===== src/rtl/spi_pkg.sv =====
`timescale 1ns/1ps
// Shared definitions for the dual-lane SPI link: word/lane widths, FSM encodings,
// debug view and the lane mapping used by both transmitter and receiver.
package spi_pkg;
    localparam int SPI_WORD_W         = 16;
    localparam int SPI_LANE_W         = 8;
    localparam int SPI_BITS_PER_FRAME = 8;

    localparam logic [2:0] ST_IDLE  = 3'd0;
    localparam logic [2:0] ST_SETUP = 3'd1;
    localparam logic [2:0] ST_SHIFT = 3'd2;
    localparam logic [2:0] ST_HOLD  = 3'd3;
    localparam logic [2:0] ST_GAP   = 3'd4;

    typedef struct packed {
        logic [2:0] state;
        logic [2:0] bit_cnt;
        logic       sck_tick;
        logic       sck_rise;
    } spi_dbg_t;

    // Lane 1 carries the low byte, lane 2 the high byte.
    function automatic logic [SPI_LANE_W-1:0] spi_lane1(input logic [SPI_WORD_W-1:0] w);
        return w[SPI_LANE_W-1:0];
    endfunction

    function automatic logic [SPI_LANE_W-1:0] spi_lane2(input logic [SPI_WORD_W-1:0] w);
        return w[SPI_WORD_W-1:SPI_LANE_W];
    endfunction

    function automatic logic [SPI_WORD_W-1:0] spi_join(input logic [SPI_LANE_W-1:0] l2,
                                                       input logic [SPI_LANE_W-1:0] l1);
        return {l2, l1};
    endfunction
endpackage


===== src/rtl/spi_master_tx_if.sv =====
`timescale 1ns/1ps
// Producer handshake and SPI pin bundle for spi_master_tx.
// i_start is a request taken in any cycle o_busy=0; while o_busy=1 requests are dropped, not queued.
interface spi_master_tx_if;
    import spi_pkg::*;

    logic                  i_start;
    logic [SPI_WORD_W-1:0] i_data;
    logic                  o_busy;
    logic                  o_done;
    logic                  o_sck;
    logic                  o_cs;
    logic                  o_tx_ch1;
    logic                  o_tx_ch2;

    modport master (
        input  i_start, i_data,
        output o_busy, o_done, o_sck, o_cs, o_tx_ch1, o_tx_ch2
    );

    modport slave (
        output i_start, i_data,
        input  o_busy, o_done, o_sck, o_cs, o_tx_ch1, o_tx_ch2
    );
endinterface


===== src/rtl/spi_sck_gen.sv =====
`timescale 1ns/1ps
// Serial clock generator: CLK_DIV-cycle half periods while enabled, sck forced low otherwise.
// o_rise/o_fall flag the cycle before sck changes level.
module spi_sck_gen #(
    parameter int CLK_DIV = 4
) (
    input  logic i_clk,
    input  logic i_rst,
    input  logic i_en,
    output logic o_sck,
    output logic o_tick,
    output logic o_rise,
    output logic o_fall
);
    localparam int CW = $clog2(CLK_DIV + 1);

    logic [CW-1:0] r_cnt;
    logic          r_sck;

    assign o_tick = i_en && (r_cnt == CW'(CLK_DIV - 1));
    assign o_rise = o_tick && !r_sck;
    assign o_fall = o_tick && r_sck;
    assign o_sck  = r_sck;

    always_ff @(posedge i_clk) begin
        if (i_rst || !i_en) begin
            r_cnt <= '0;
            r_sck <= 1'b0;
        end else if (o_tick) begin
            r_cnt <= '0;
            r_sck <= ~r_sck;
        end else begin
            r_cnt <= r_cnt + 1'b1;
        end
    end
endmodule


===== src/rtl/spi_master_tx.sv =====
`timescale 1ns/1ps
// Dual-lane SPI transmitter: one 16-bit word per frame, low byte on ch1, high byte on ch2,
// MSB first, data launched on sck falling edges.
module spi_master_tx
    import spi_pkg::*;
#(
    parameter int CLK_DIV  = 4,
    parameter int CS_SETUP = 2,
    parameter int CS_HOLD  = 2,
    parameter int CS_IDLE  = 2
) (
    input  logic            sys_clk,
    input  logic            sys_rst,
    spi_master_tx_if.master bus,
    output spi_dbg_t        o_dbg
);
    localparam int T_MAX0 = (CS_SETUP > CS_HOLD) ? CS_SETUP : CS_HOLD;
    localparam int T_MAX  = (T_MAX0 > CS_IDLE) ? T_MAX0 : CS_IDLE;
    localparam int TW     = $clog2(T_MAX + 1);

    logic [2:0]            r_state;
    logic [SPI_WORD_W-1:0] r_shift;
    logic [2:0]            r_bit_cnt;
    logic [TW-1:0]         r_tmr;
    logic                  r_busy;
    logic                  r_done;
    logic                  r_cs;

    logic                  w_sck_en, w_sck, w_tick, w_rise, w_fall, w_tmr_end;
    logic [TW-1:0]         w_tmr_lim;
    logic [SPI_LANE_W-1:0] w_l1, w_l2;

    assign w_sck_en = (r_state == ST_SHIFT);

    spi_sck_gen #(.CLK_DIV(CLK_DIV)) u_sck_gen (
        .i_clk  (sys_clk),
        .i_rst  (sys_rst),
        .i_en   (w_sck_en),
        .o_sck  (w_sck),
        .o_tick (w_tick),
        .o_rise (w_rise),
        .o_fall (w_fall)
    );

    always_comb begin
        w_tmr_lim = '0;
        case (r_state)
            ST_SETUP: w_tmr_lim = TW'(CS_SETUP - 1);
            ST_HOLD:  w_tmr_lim = TW'(CS_HOLD - 1);
            ST_GAP:   w_tmr_lim = TW'(CS_IDLE - 1);
            default:  ;
        endcase
    end

    assign w_tmr_end = (r_tmr == w_tmr_lim);
    assign w_l1      = spi_lane1(r_shift);
    assign w_l2      = spi_lane2(r_shift);

    // Lane pins are the shift-register MSBs; clearing the register at cs rise idles them low.
    always_ff @(posedge sys_clk) begin
        if (sys_rst) begin
            r_state   <= ST_IDLE;
            r_shift   <= '0;
            r_bit_cnt <= '0;
            r_tmr     <= '0;
            r_busy    <= 1'b0;
            r_done    <= 1'b0;
            r_cs      <= 1'b1;
        end else begin
            r_done <= 1'b0;
            case (r_state)
                ST_IDLE: begin
                    r_tmr <= '0;
                    if (bus.i_start) begin
                        r_shift <= bus.i_data;
                        r_busy  <= 1'b1;
                        r_cs    <= 1'b0;
                        r_state <= ST_SETUP;
                    end
                end
                ST_SETUP: begin
                    r_tmr <= r_tmr + 1'b1;
                    if (w_tmr_end) begin
                        r_tmr   <= '0;
                        r_state <= ST_SHIFT;
                    end
                end
                ST_SHIFT: begin
                    if (w_fall) begin
                        r_bit_cnt <= r_bit_cnt + 3'd1;
                        if (r_bit_cnt == 3'(SPI_BITS_PER_FRAME - 1)) begin
                            r_state <= ST_HOLD;
                        end else begin
                            r_shift <= spi_join({w_l2[SPI_LANE_W-2:0], 1'b0},
                                                {w_l1[SPI_LANE_W-2:0], 1'b0});
                        end
                    end
                end
                ST_HOLD: begin
                    r_tmr <= r_tmr + 1'b1;
                    if (w_tmr_end) begin
                        r_tmr   <= '0;
                        r_cs    <= 1'b1;
                        r_done  <= 1'b1;
                        r_shift <= '0;
                        r_state <= ST_GAP;
                    end
                end
                ST_GAP: begin
                    r_tmr <= r_tmr + 1'b1;
                    if (w_tmr_end) begin
                        r_tmr   <= '0;
                        r_busy  <= 1'b0;
                        r_state <= ST_IDLE;
                    end
                end
                default: r_state <= ST_IDLE;
            endcase
        end
    end

    assign bus.o_busy   = r_busy;
    assign bus.o_done   = r_done;
    assign bus.o_cs     = r_cs;
    assign bus.o_sck    = w_sck;
    assign bus.o_tx_ch1 = w_l1[SPI_LANE_W-1];
    assign bus.o_tx_ch2 = w_l2[SPI_LANE_W-1];

    assign o_dbg = '{state: r_state, bit_cnt: r_bit_cnt, sck_tick: w_tick, sck_rise: w_rise};
endmodule


===== src/flat_wrapper.sv =====
// flat-port wrapper written by rule: the top's interface ports become plain ports
module spi_master_tx_flat import spi_pkg::*;
#(
    parameter int CLK_DIV  = 4,
    parameter int CS_SETUP = 2,
    parameter int CS_HOLD  = 2,
    parameter int CS_IDLE  = 2
)
  (sys_clk, sys_rst, o_dbg, bus_i_start, bus_i_data, bus_o_busy, bus_o_done, bus_o_sck, bus_o_cs, bus_o_tx_ch1, bus_o_tx_ch2);
  spi_master_tx_if bus_i ();
  input  logic sys_clk;
  input  logic sys_rst;
  output spi_dbg_t o_dbg;
  input wire logic [$bits(bus_i.i_start)-1:0] bus_i_start;
  input wire logic [$bits(bus_i.i_data)-1:0] bus_i_data;
  output wire logic [$bits(bus_i.o_busy)-1:0] bus_o_busy;
  output wire logic [$bits(bus_i.o_done)-1:0] bus_o_done;
  output wire logic [$bits(bus_i.o_sck)-1:0] bus_o_sck;
  output wire logic [$bits(bus_i.o_cs)-1:0] bus_o_cs;
  output wire logic [$bits(bus_i.o_tx_ch1)-1:0] bus_o_tx_ch1;
  output wire logic [$bits(bus_i.o_tx_ch2)-1:0] bus_o_tx_ch2;
  assign bus_i.i_start = bus_i_start;
  assign bus_i.i_data = bus_i_data;
  assign bus_o_busy = bus_i.o_busy;
  assign bus_o_done = bus_i.o_done;
  assign bus_o_sck = bus_i.o_sck;
  assign bus_o_cs = bus_i.o_cs;
  assign bus_o_tx_ch1 = bus_i.o_tx_ch1;
  assign bus_o_tx_ch2 = bus_i.o_tx_ch2;
  spi_master_tx #(.CLK_DIV(CLK_DIV), .CS_SETUP(CS_SETUP), .CS_HOLD(CS_HOLD), .CS_IDLE(CS_IDLE)) u_core (.sys_clk(sys_clk), .sys_rst(sys_rst), .bus(bus_i), .o_dbg(o_dbg));
endmodule

===== config.mk =====
export PLATFORM = sky130hd
export DESIGN_NAME = spi_master_tx_flat
export DESIGN_NICKNAME = d
export VERILOG_FILES = /design/src/rtl/spi_pkg.sv /design/src/rtl/spi_master_tx_if.sv /design/src/rtl/spi_sck_gen.sv /design/src/rtl/spi_master_tx.sv /design/src/flat_wrapper.sv
export SDC_FILE = /design/constraint.sdc
export NUM_CORES = 1
export LEC_CHECK = 0
export BUFFER_PORTS_ARGS = -buffer_cell sky130_fd_sc_hd__buf_2
export CAP_MARGIN = 25
export CORE_MARGIN = 8
export CORE_UTILIZATION = 44
export DETAILED_ROUTE_END_ITERATION = 6
export PLACE_DENSITY = 0.63
export SKIP_CTS_REPAIR_TIMING = 1
export SYNTH_ARGS = -nofsm -noshare
export SYNTH_HDL_FRONTEND = slang
export SYNTH_SLANG_ARGS = --single-unit

===== constraint.sdc =====
create_clock -name sys_clk -period 2.8 [get_ports sys_clk]
set_clock_uncertainty 0.1 [all_clocks]
set_input_delay 0 -clock sys_clk [delete_from_list [all_inputs] [get_ports sys_clk]]
set_output_delay 0 -clock sys_clk [all_outputs]
set_load 0.01 [all_outputs]

==> impl_metrics.ini, run 1 <==
[run_status]
run_status = complete, no violations

[hold_path]
holdPathEnd = u_core.r_shift[10]
hp-start = bus_i_data[10]
hold_path_depth = 3
min_path_type = primary input to flop

[synthesis]
synth-seq-cells = 31
ys_warn_count = 0
ys_seq_area_share_pct = 36.6
synth_area_mm2 = 0.00170
synth_area_per_cell_um2 = 9.53
synth_edf_count = 0
synth_top_family_by_area = compound AO/OA/AOI/OAI gates
ys.flop_type = dfxtp_1
synth_compound_area_share_pct = 24.5
synth.distinct_cells = 39
synth_adder_area_share_pct = 2.95
synth-simple-area-share_pct = 22.6
syn_nets = 201
synth-xor-area-share_pct = 1.55
async_flop_share_pct = 0
synthMuxAreaShare_pct = 1.18
netlist_instances = 178

[setup_path]
r2r_start = u_core.u_sck_gen.r_cnt[0]
crit_type = flop to flop
setup.worst_path.end_class = flop
crit_required_ns = 2.89
worstPathMaxFanout = 16
start_kind = flop
worst_r2r_endpoint = u_core.r_shift[5]
critPathArrivalTime_ns = 2.13
reg2regPathDepth = 5
r2r_slack_ns = 0.76

[clock_tree]
clk_latency_ns = 0.28
clock_path_buffers = 2
htreeDepth = 2
cts_buffers = 5
cts-root-buf = clkbuf_8
cts_tree = built
cts.sinks = 31
path_clk_slew_ns = 0.06

[routing]
postRouteAntennaNets = 0
route.detailed.drc = 0
post_drt_wl_per_cell_um = 15.8
viasPerCell = 5.94
via_count = 1484
first_pass_iters = 4
drt_iter0_drc = 115
drt-total-wl_um = 3960

[layout]
fillers = 369
final_cell_mix = 32 x buf_2, 31 x dfxtp_1, 20 x a221oi_1
fin_util_pct = 52.7
final_common_cell = buf_2
fin_area_mm2 = 0.00195
drive_above_1_share_pct = 28.2
diodes = 0
instances_no_fill = 250
seqCellArea_um2 = 621
multi_input_area_um2 = 896
nets = 225
syn_to_final_growth_pct = 14.7

[grt]
track_usage_pct = 13.5
grtUsageMet3_pct = 5.47
grt_pass1_wl_um = 6700
gr-max-usage-layer = met2
grt_remaining_overflow = 0
grt_max_degree = 30
grt_pass1_vias = 1432
grtUsageMet1_pct = 15.4
antenna_found_initial = 0
grt_use_met2_pct = 22.1

[placed_design]
placed_cell_area_mm2 = 0.00184
gp_congestion = 0.740
placed_cells = 241
post-dp-hpwl_um = 2720
io_buffer_count = 32

[pwr]
power_switching_uw = 269
vdd_drop_max_v = 0.000312
p_total_mw = 1.01
p_clk_share_pct = 34.6
switching_share_pct = 26.5
intPower_uw = 745
seqPwrFrac_pct = 48.2
leakagePower_nw = 0.804
combPwrFrac_pct = 17.2
power_density_mw_per_mm2 = 521

[sta]
grt_setup_unrepaired = no
finalCritPeriodShare_pct = 72.9
finalHoldViolations = 0
slew_headroom_pct = 54.0
slew_viol_final = 0
final.setup.tns_ns = 0
setup_viol = 0
worst_pin_slew_ns = 0.690
finalCriticalPeriod_ns = 2.04
fmax_mhz = 490

[floorplanning]
die_h_um = 78.1
die_area_mm2 = 0.00610
initial_core_util_pct = 46.0
die_w_um = 78.1
io_pins = 33
fp-row-count = 22
core_area_mm2 = 0.00369

[flow_run]
cap_violations = 0
[worst max-delay path by stage]
stage	start	end	slack [ns]	cells past startpoint
CTS	u_core.u_sck_gen.r_cnt[0]	u_core.r_shift[5]	0.74	5
detailed placement	u_core.u_sck_gen.r_cnt[0]	u_core.r_shift[5]	0.75	5
finish	u_core.u_sck_gen.r_cnt[0]	u_core.r_shift[5]	0.76	5
global route	u_core.u_sck_gen.r_cnt[0]	u_core.r_shift[4]	0.59	5
global placement	u_core.u_sck_gen.r_cnt[0]	u_core.r_shift[7]	0.88	5
floorplan	u_core.r_bit_cnt[0]	u_core.r_shift[10]	0.95	6
[final cells by class]
cell class	instances	share of cell area [%]
Sequential cell	31	31.9
Multi-Input combinational cell	108	46.0
Tap cell	48	3.09
Clock buffer	6	4.24
Inverter	17	3.28
Clock inverter	1	0.257
Timing Repair Buffer	39	11.2
[per-stage QoR]
stage / setup slack [ns] / hold WS, ns
floorplan: 0.947 / 0.0659
global placement: 0.877 / 0.187
detailed placement: 0.746 / 0.197
CTS: 0.737 / -0.105
global route: 0.593 / 0.0359
finish: 0.758 / 0.0252
[power by group through the flow]
stage	logic [mW]	registers, mW	clock network [mW]
after floorplan	0.131	0.498	0
after CTS	0.174	0.489	0.364
final	0.174	0.489	0.350
after global routing	0.191	0.493	0.386
after detailed placement	0.174	0.499	0
after global placement	0.167	0.496	0
[layer usage]
metal,share of wire (%),vias up
met4,1.4,0
met2,47,56
met5,0,-
li1,-,719
met1,44,704
met3,7.2,5
[cell usage after synthesis, types with 2 or more instances]
| cell type | number | area share (%) |
|---|---|---|
| nand4_1 | 2 | 0.74 |
| buf_4 | 3 | 1.3 |
| o21ai_0 | 5 | 1.5 |
| ha_1 | 4 | 2.9 |
| nor3b_1 | 3 | 1.3 |
| nor2_1 | 8 | 1.8 |
| a221oi_1 | 20 | 10 |
| nand2b_1 | 4 | 1.5 |
| mux2i_1 | 2 | 1.2 |
| nand2_1 | 3 | 0.66 |
| a21oi_1 | 7 | 2.1 |
| xor2_1 | 3 | 1.5 |
| buf_1 | 2 | 0.44 |
| buf_2 | 5 | 1.5 |
| a221oi_2 | 8 | 7.1 |
| a211oi_1 | 2 | 0.88 |
| dfxtp_1 | 31 | 37 |
| clkbuf_1 | 9 | 2.0 |
| nand3b_1 | 4 | 1.8 |
| or3_1 | 2 | 0.74 |
| inv_1 | 17 | 3.8 |
| buf_6 | 2 | 1.3 |
| nor4bb_1 | 14 | 8.3 |
| nand3_1 | 3 | 0.88 |
[cells by family after synthesis]
group / count (synthesis)
flip-flops: 31
AND/OR/NAND/NOR: 52
multiplexers: 2
adder cells (fa/ha/maj): 4
XOR/XNOR: 3
buffers and inverters: 39
AO/OA/AOI/OAI: 47
[sequential cells by signal (all words and copies together) (netlist names)]
register / flops
u_core.r_bit_cnt: 3
u_core.u_sck_gen.o_sck: 1
u_core.u_sck_gen.r_cnt: 3
u_core.r_tmr: 2
u_core.r_state: 3
u_core.r_shift: 16
u_core.bus.o_done: 1
u_core.bus.o_cs: 1
u_core.bus.o_busy: 1
[critical path, stage by stage (launching register included)]
cell	delay, ns
dfxtp_1	0.34
ha_1	0.16
ha_1	0.30
nand3b_1	0.15
a221o_2	0.55
a221oi_1	0.34
Note: power is estimated with default switching activity, not from simulation.
==> inputs of run 2 (changes only) <==
- PLACE_DENSITY: 0.63 -> 0.65
- clock period: 2.8 -> 1.7 ns (I/O delays scaled with it)
==> run 2 against run 1 <==
  * The flow now finishes with violations (setup timing)
  * Via count rose by 3.0%
  * Die area did not move
  * Combinational power rose by 84%
  * Hold slack improved by 0.0025 ns
  * Routed wire length rose by 7.7%
  * Cell count rose by 4.8%
  * Sequential power rose by 66%
  * Non-clock buffer count rose by 10
  * Fmax rose by 9.0%
==> impl_metrics.ini, run 2 (synthesized netlist as in run 1, its figures left out) <==
[run_status]
run_status = finished, violations left
violations = setup timing

[routing]
postRouteAntennaNets = 0
drt_iter0_drc = 107
post_drt_wl_per_cell_um = 16.3
route.detailed.drc = 0
first_pass_iters = 4
viasPerCell = 5.84
via_count = 1529
drt-total-wl_um = 4260

[placed_design]
io_buffer_count = 32
post-dp-hpwl_um = 2740
gp_congestion = 0.735
placed_cell_area_mm2 = 0.00195

[floorplanning]
core_area_mm2 = 0.00369
die_w_um = 78.1
initial_core_util_pct = 46.0
io_pins = 33
die_h_um = 78.1
die_area_mm2 = 0.00610
fp-row-count = 22

[grt]
grt_pass1_vias = 1477
grt_max_degree = 30
grtUsageMet1_pct = 15.6
antenna_found_initial = 0
grt_pass1_wl_um = 6760
grtUsageMet3_pct = 5.35
grt_remaining_overflow = 0
grt_use_met2_pct = 21.5
track_usage_pct = 13.3
gr-max-usage-layer = met2

[clock_tree]
clk_latency_ns = 0.27
cts.sinks = 31
clock_path_buffers = 2
cts-root-buf = clkbuf_8
htreeDepth = 2
cts_tree = built
path_clk_slew_ns = 0.06
cts_buffers = 5

[sta]
setup_viol = 16
slew_viol_final = 0
finalCriticalPeriod_ns = 1.87
fmax_mhz = 534
final.setup.tns_ns = -2.10
worst_pin_slew_ns = 0.654
grt_setup_unrepaired = yes
finalHoldViolations = 0
finalCritPeriodShare_pct = 110
setup_ws_ns = -0.173
slew_headroom_pct = 56.4

[layout]
largest_register = u_core.r_shift
final_common_cell = buf_2
fin_area_mm2 = 0.00214
final_cell_mix = 32 x buf_2, 28 x dfxtp_1, 17 x inv_1
largest_register_ffs = 16
diodes = 0
nets = 236
drive_above_1_share_pct = 37.4
syn_to_final_growth_pct = 26.4

[setup_path]
critPathArrivalTime_ns = 1.95
worstPathMaxFanout = 8
crit_required_ns = 1.78
r2r_slack_ns = -0.17
setup.worst_path.end_class = flop
start_kind = flop
critPathLaunch = u_core.r_bit_cnt[1]
crit_type = flop to flop
r2r_start = u_core.r_bit_cnt[1]

[pwr]
vdd_drop_max_v = 0.000560
leakagePower_nw = 0.871
power_density_mw_per_mm2 = 818

[hold_path]
hp-start = bus_i_data[14]
min_path_type = primary input to flop

[flow_run]
cap_violations = 0
==> run 2: cell types whose count changed in the layout (fill, tap and decap cells not counted), sizes merged <==
cell	delta
clkbuf	+2
buf	+10
clkinv	-1
a221o	+1
==> run 2: final cells by class <==
type                            instances  area (um2)
Inverter                               17        63.8
Timing Repair Buffer                   49         309
Multi-Input combinational cell        109         987
Tap cell                               48        60.1
Sequential cell                        31         624
Fill cell                             346        1540
Clock buffer                            8         100
==> run 2: worst max-delay path, cell delays in order, from the launching register on <==
cell      delay, ns
dfxtp_2        0.34
ha_4           0.16
ha_4           0.15
nand3b_1       0.24
a221o_4        0.47
a221oi_1       0.31
==> run 2: where the power goes <==
part           internal [mW]  total [mW]  switching [mW]
logic                  0.153       0.320           0.167
registers              0.777       0.810          0.0321
clock network          0.369       0.624           0.255
total                   1.30        1.75           0.454
==> run 2: metrics by stage <==
step           hold slack, ns  instances  total power, mW  utilization, %  worst slack, ns
2_1_floorplan          0.0659        178             1.04               -          -0.0668
3_3_place_gp            0.180        249             1.10            53.0           -0.156
3_5_place_dp            0.181        249             1.11            53.0           -0.217
4_1_cts                -0.113        257             1.74            55.7           -0.243
5_1_grt                0.0505        262             1.84            58.1           -0.222
6_report               0.0278        262             1.75            58.1           -0.173
==> run 2: final timing paths <==
| check | to | cells after the start |
|---|---|---|
| worst max register to register | u_core.r_shift[5] | 5 |
| worst min register to register | u_core.u_sck_gen.r_cnt[0] | 1 |
| worst max-delay path | u_core.r_shift[5] | 5 |
| worst min-delay path | u_core.r_shift[14] | 3 |
==> run 2: metal layers <==
metal / vias to the layer above / wire length, um
li1: 738 / -
met1: 740 / 1880
met2: 43 / 2080
met3: 8 / 240
met4: 0 / 65
met5: - / 0
==> inputs of run 3 (changes only) <==
- CTS_BUF_LIST: default -> sky130_fd_sc_hd__clkbuf_8
- PLACE_DENSITY: 0.65 -> 0.63
- clock period: 1.7 -> 1.9 ns (I/O delays scaled with it)
==> run 3 against run 2 <==
  * The run now ends clean
  * Hold slack worse by 0.0029 ns
  * Critical path depth did not move
  * Setup slack gained 0.19 ns
  * Fmax decreased by 0.68%
  * Combinational power decreased by 10%
  * Register-to-register slack better by 0.19 ns
  * Sequential share of layout area grew 0.81 points
  * Cell area decreased by 2.9%
  * Sequential power shrank 11%
  * Non-clock buffer count fell by 2
  * Sequential cell count unchanged
  * Critical endpoint unchanged
==> impl_metrics.ini, run 3 (synthesized netlist as in run 1, its figures left out) <==
[clock_tree]
clock_path_buffers = 2
cts-root-buf = clkbuf_8
cts.sinks = 31
clk_latency_ns = 0.27
htreeDepth = 2
cts_buffers = 5
cts_tree = built
path_clk_slew_ns = 0.06

[sta]
worst_pin_slew_ns = 0.670
slew_headroom_pct = 55.3
finalCritPeriodShare_pct = 99.3
fmax_mhz = 530
final.setup.tns_ns = 0
slew_viol_final = 0
finalHoldViolations = 0
grt_setup_unrepaired = yes
setup_viol = 0
finalCriticalPeriod_ns = 1.89
setup_ws_ns = 0.0138

[setup_path]
worstPathMaxFanout = 8
r2r_slack_ns = 0.01
reg2regPathDepth = 5
cp_slowest_cell = a221o_4
start_kind = flop
r2r_start = u_core.r_bit_cnt[1]
crit_required_ns = 1.99
crit_type = flop to flop
slowest_delay_ns = 0.53
critPathLaunch = u_core.r_bit_cnt[1]
crit_chain = ha_4 -> ha_4 -> nand3b_1 -> a221o_4 -> a221oi_2
critPathArrivalTime_ns = 1.97
cpMostUsedCell = ha_4
worst_r2r_endpoint = u_core.r_shift[5]
setup.worst_path.end_class = flop

[routing]
first_pass_iters = 4
drt-total-wl_um = 4170
drt_iter0_drc = 88
route.detailed.drc = 0
via_count = 1511
postRouteAntennaNets = 0
post_drt_wl_per_cell_um = 16.2
viasPerCell = 5.86

[layout]
final_common_cell = buf_2
nets = 234
fin_area_mm2 = 0.00208
fin_util_pct = 56.4
final_cell_mix = 32 x buf_2, 29 x dfxtp_1, 18 x inv_1
largest_register_ffs = 16
diodes = 0
syn_to_final_growth_pct = 22.7
largest_register = u_core.r_shift
drive_above_1_share_pct = 35.7

[hold_path]
holdPathEnd = u_core.r_shift[10]
min_path_type = primary input to flop
hp-start = bus_i_data[10]
hold_path_depth = 3

[run_status]
run_status = complete, no violations

[placed_design]
io_buffer_count = 32
placed_cell_area_mm2 = 0.00189
post-dp-hpwl_um = 2830
gp_congestion = 0.757
place_ws_ns = -0.0940

[grt]
track_usage_pct = 12.9
grt_remaining_overflow = 0
grt_max_degree = 30
grt_pass1_vias = 1420
antenna_found_initial = 0
grt_pass1_wl_um = 6540

[floorplanning]
initial_core_util_pct = 46.0
io_pins = 33
die_h_um = 78.1
die_w_um = 78.1
fp-row-count = 22
core_area_mm2 = 0.00369
die_area_mm2 = 0.00610

[flow_run]
cap_violations = 0

[pwr]
p_total_mw = 1.46
power_density_mw_per_mm2 = 704
vdd_drop_max_v = 0.000524
leakagePower_nw = 0.847
run 3: changes by cell type in the layout (fill, tap and decap cells not counted), sizes merged:
cell and delta:
buf -2, inv +1, clkbuf -3
run 3: worst max path at each step:
| stage | end | slack [ns] | depth (start not counted) |
|---|---|---|---|
| floorplan | u_core.r_shift[10] | 0.05 | 6 |
| global placement | u_core.r_shift[7] | 0.003 | 5 |
| detailed placement | u_core.r_shift[5] | -0.09 | 5 |
| CTS | u_core.r_shift[5] | -0.13 | 5 |
| global route | u_core.r_shift[15] | -0.06 | 5 |
| finish | u_core.r_shift[5] | 0.01 | 5 |
run 3: per-layer routing:
layer | share of wire (%) | GRT usage (%) | wire, um | vias to the layer above
met5 | 0 | 0 | 0 | -
met4 | 1.1 | 3.33 | 44 | 0
met3 | 5.7 | 4.44 | 239 | 5
met2 | 48 | 21.9 | 2010 | 40
met1 | 45 | 15.1 | 1880 | 728
li1 | - | - | - | 738
run 3: stage by stage:
| stage | hold slack [ns] | instances |
|---|---|---|
| final | 0.0249 | 258 |
| after CTS | -0.0968 | 254 |
| after floorplan | 0.0659 | 178 |
| after detailed placement | 0.196 | 248 |
| after global placement | 0.187 | 248 |
| after global routing | 0.0331 | 258 |
run 3: layout make-up:
type | count | area (um2)
Inverter | 17 | 63.8
Timing Repair Buffer | 47 | 278
Multi-Input combinational cell | 109 | 985
Clock buffer | 5 | 68.8
Fill cell | 337 | 1610
Sequential cell | 31 | 623
Clock inverter | 1 | 3.75
Tap cell | 48 | 60.1
run 3: worst max-delay path: cells and delay by family (launching register included):
kind	cells	cell delay, ns
AO/OA/AOI/OAI	2	0.80
AND/OR/NAND/NOR	1	0.24
flip-flops	1	0.34
adder cells (fa/ha/maj)	2	0.31
run 3: power by group:
group	internal, mW	leakage [nW]	switching, mW	total (mW)
Sequential	0.696	0.256	0.0287	0.724
Clock	0.238	0.0413	0.216	0.453
Combinational	0.134	0.551	0.153	0.287
Total	1.07	0.847	0.397	1.46
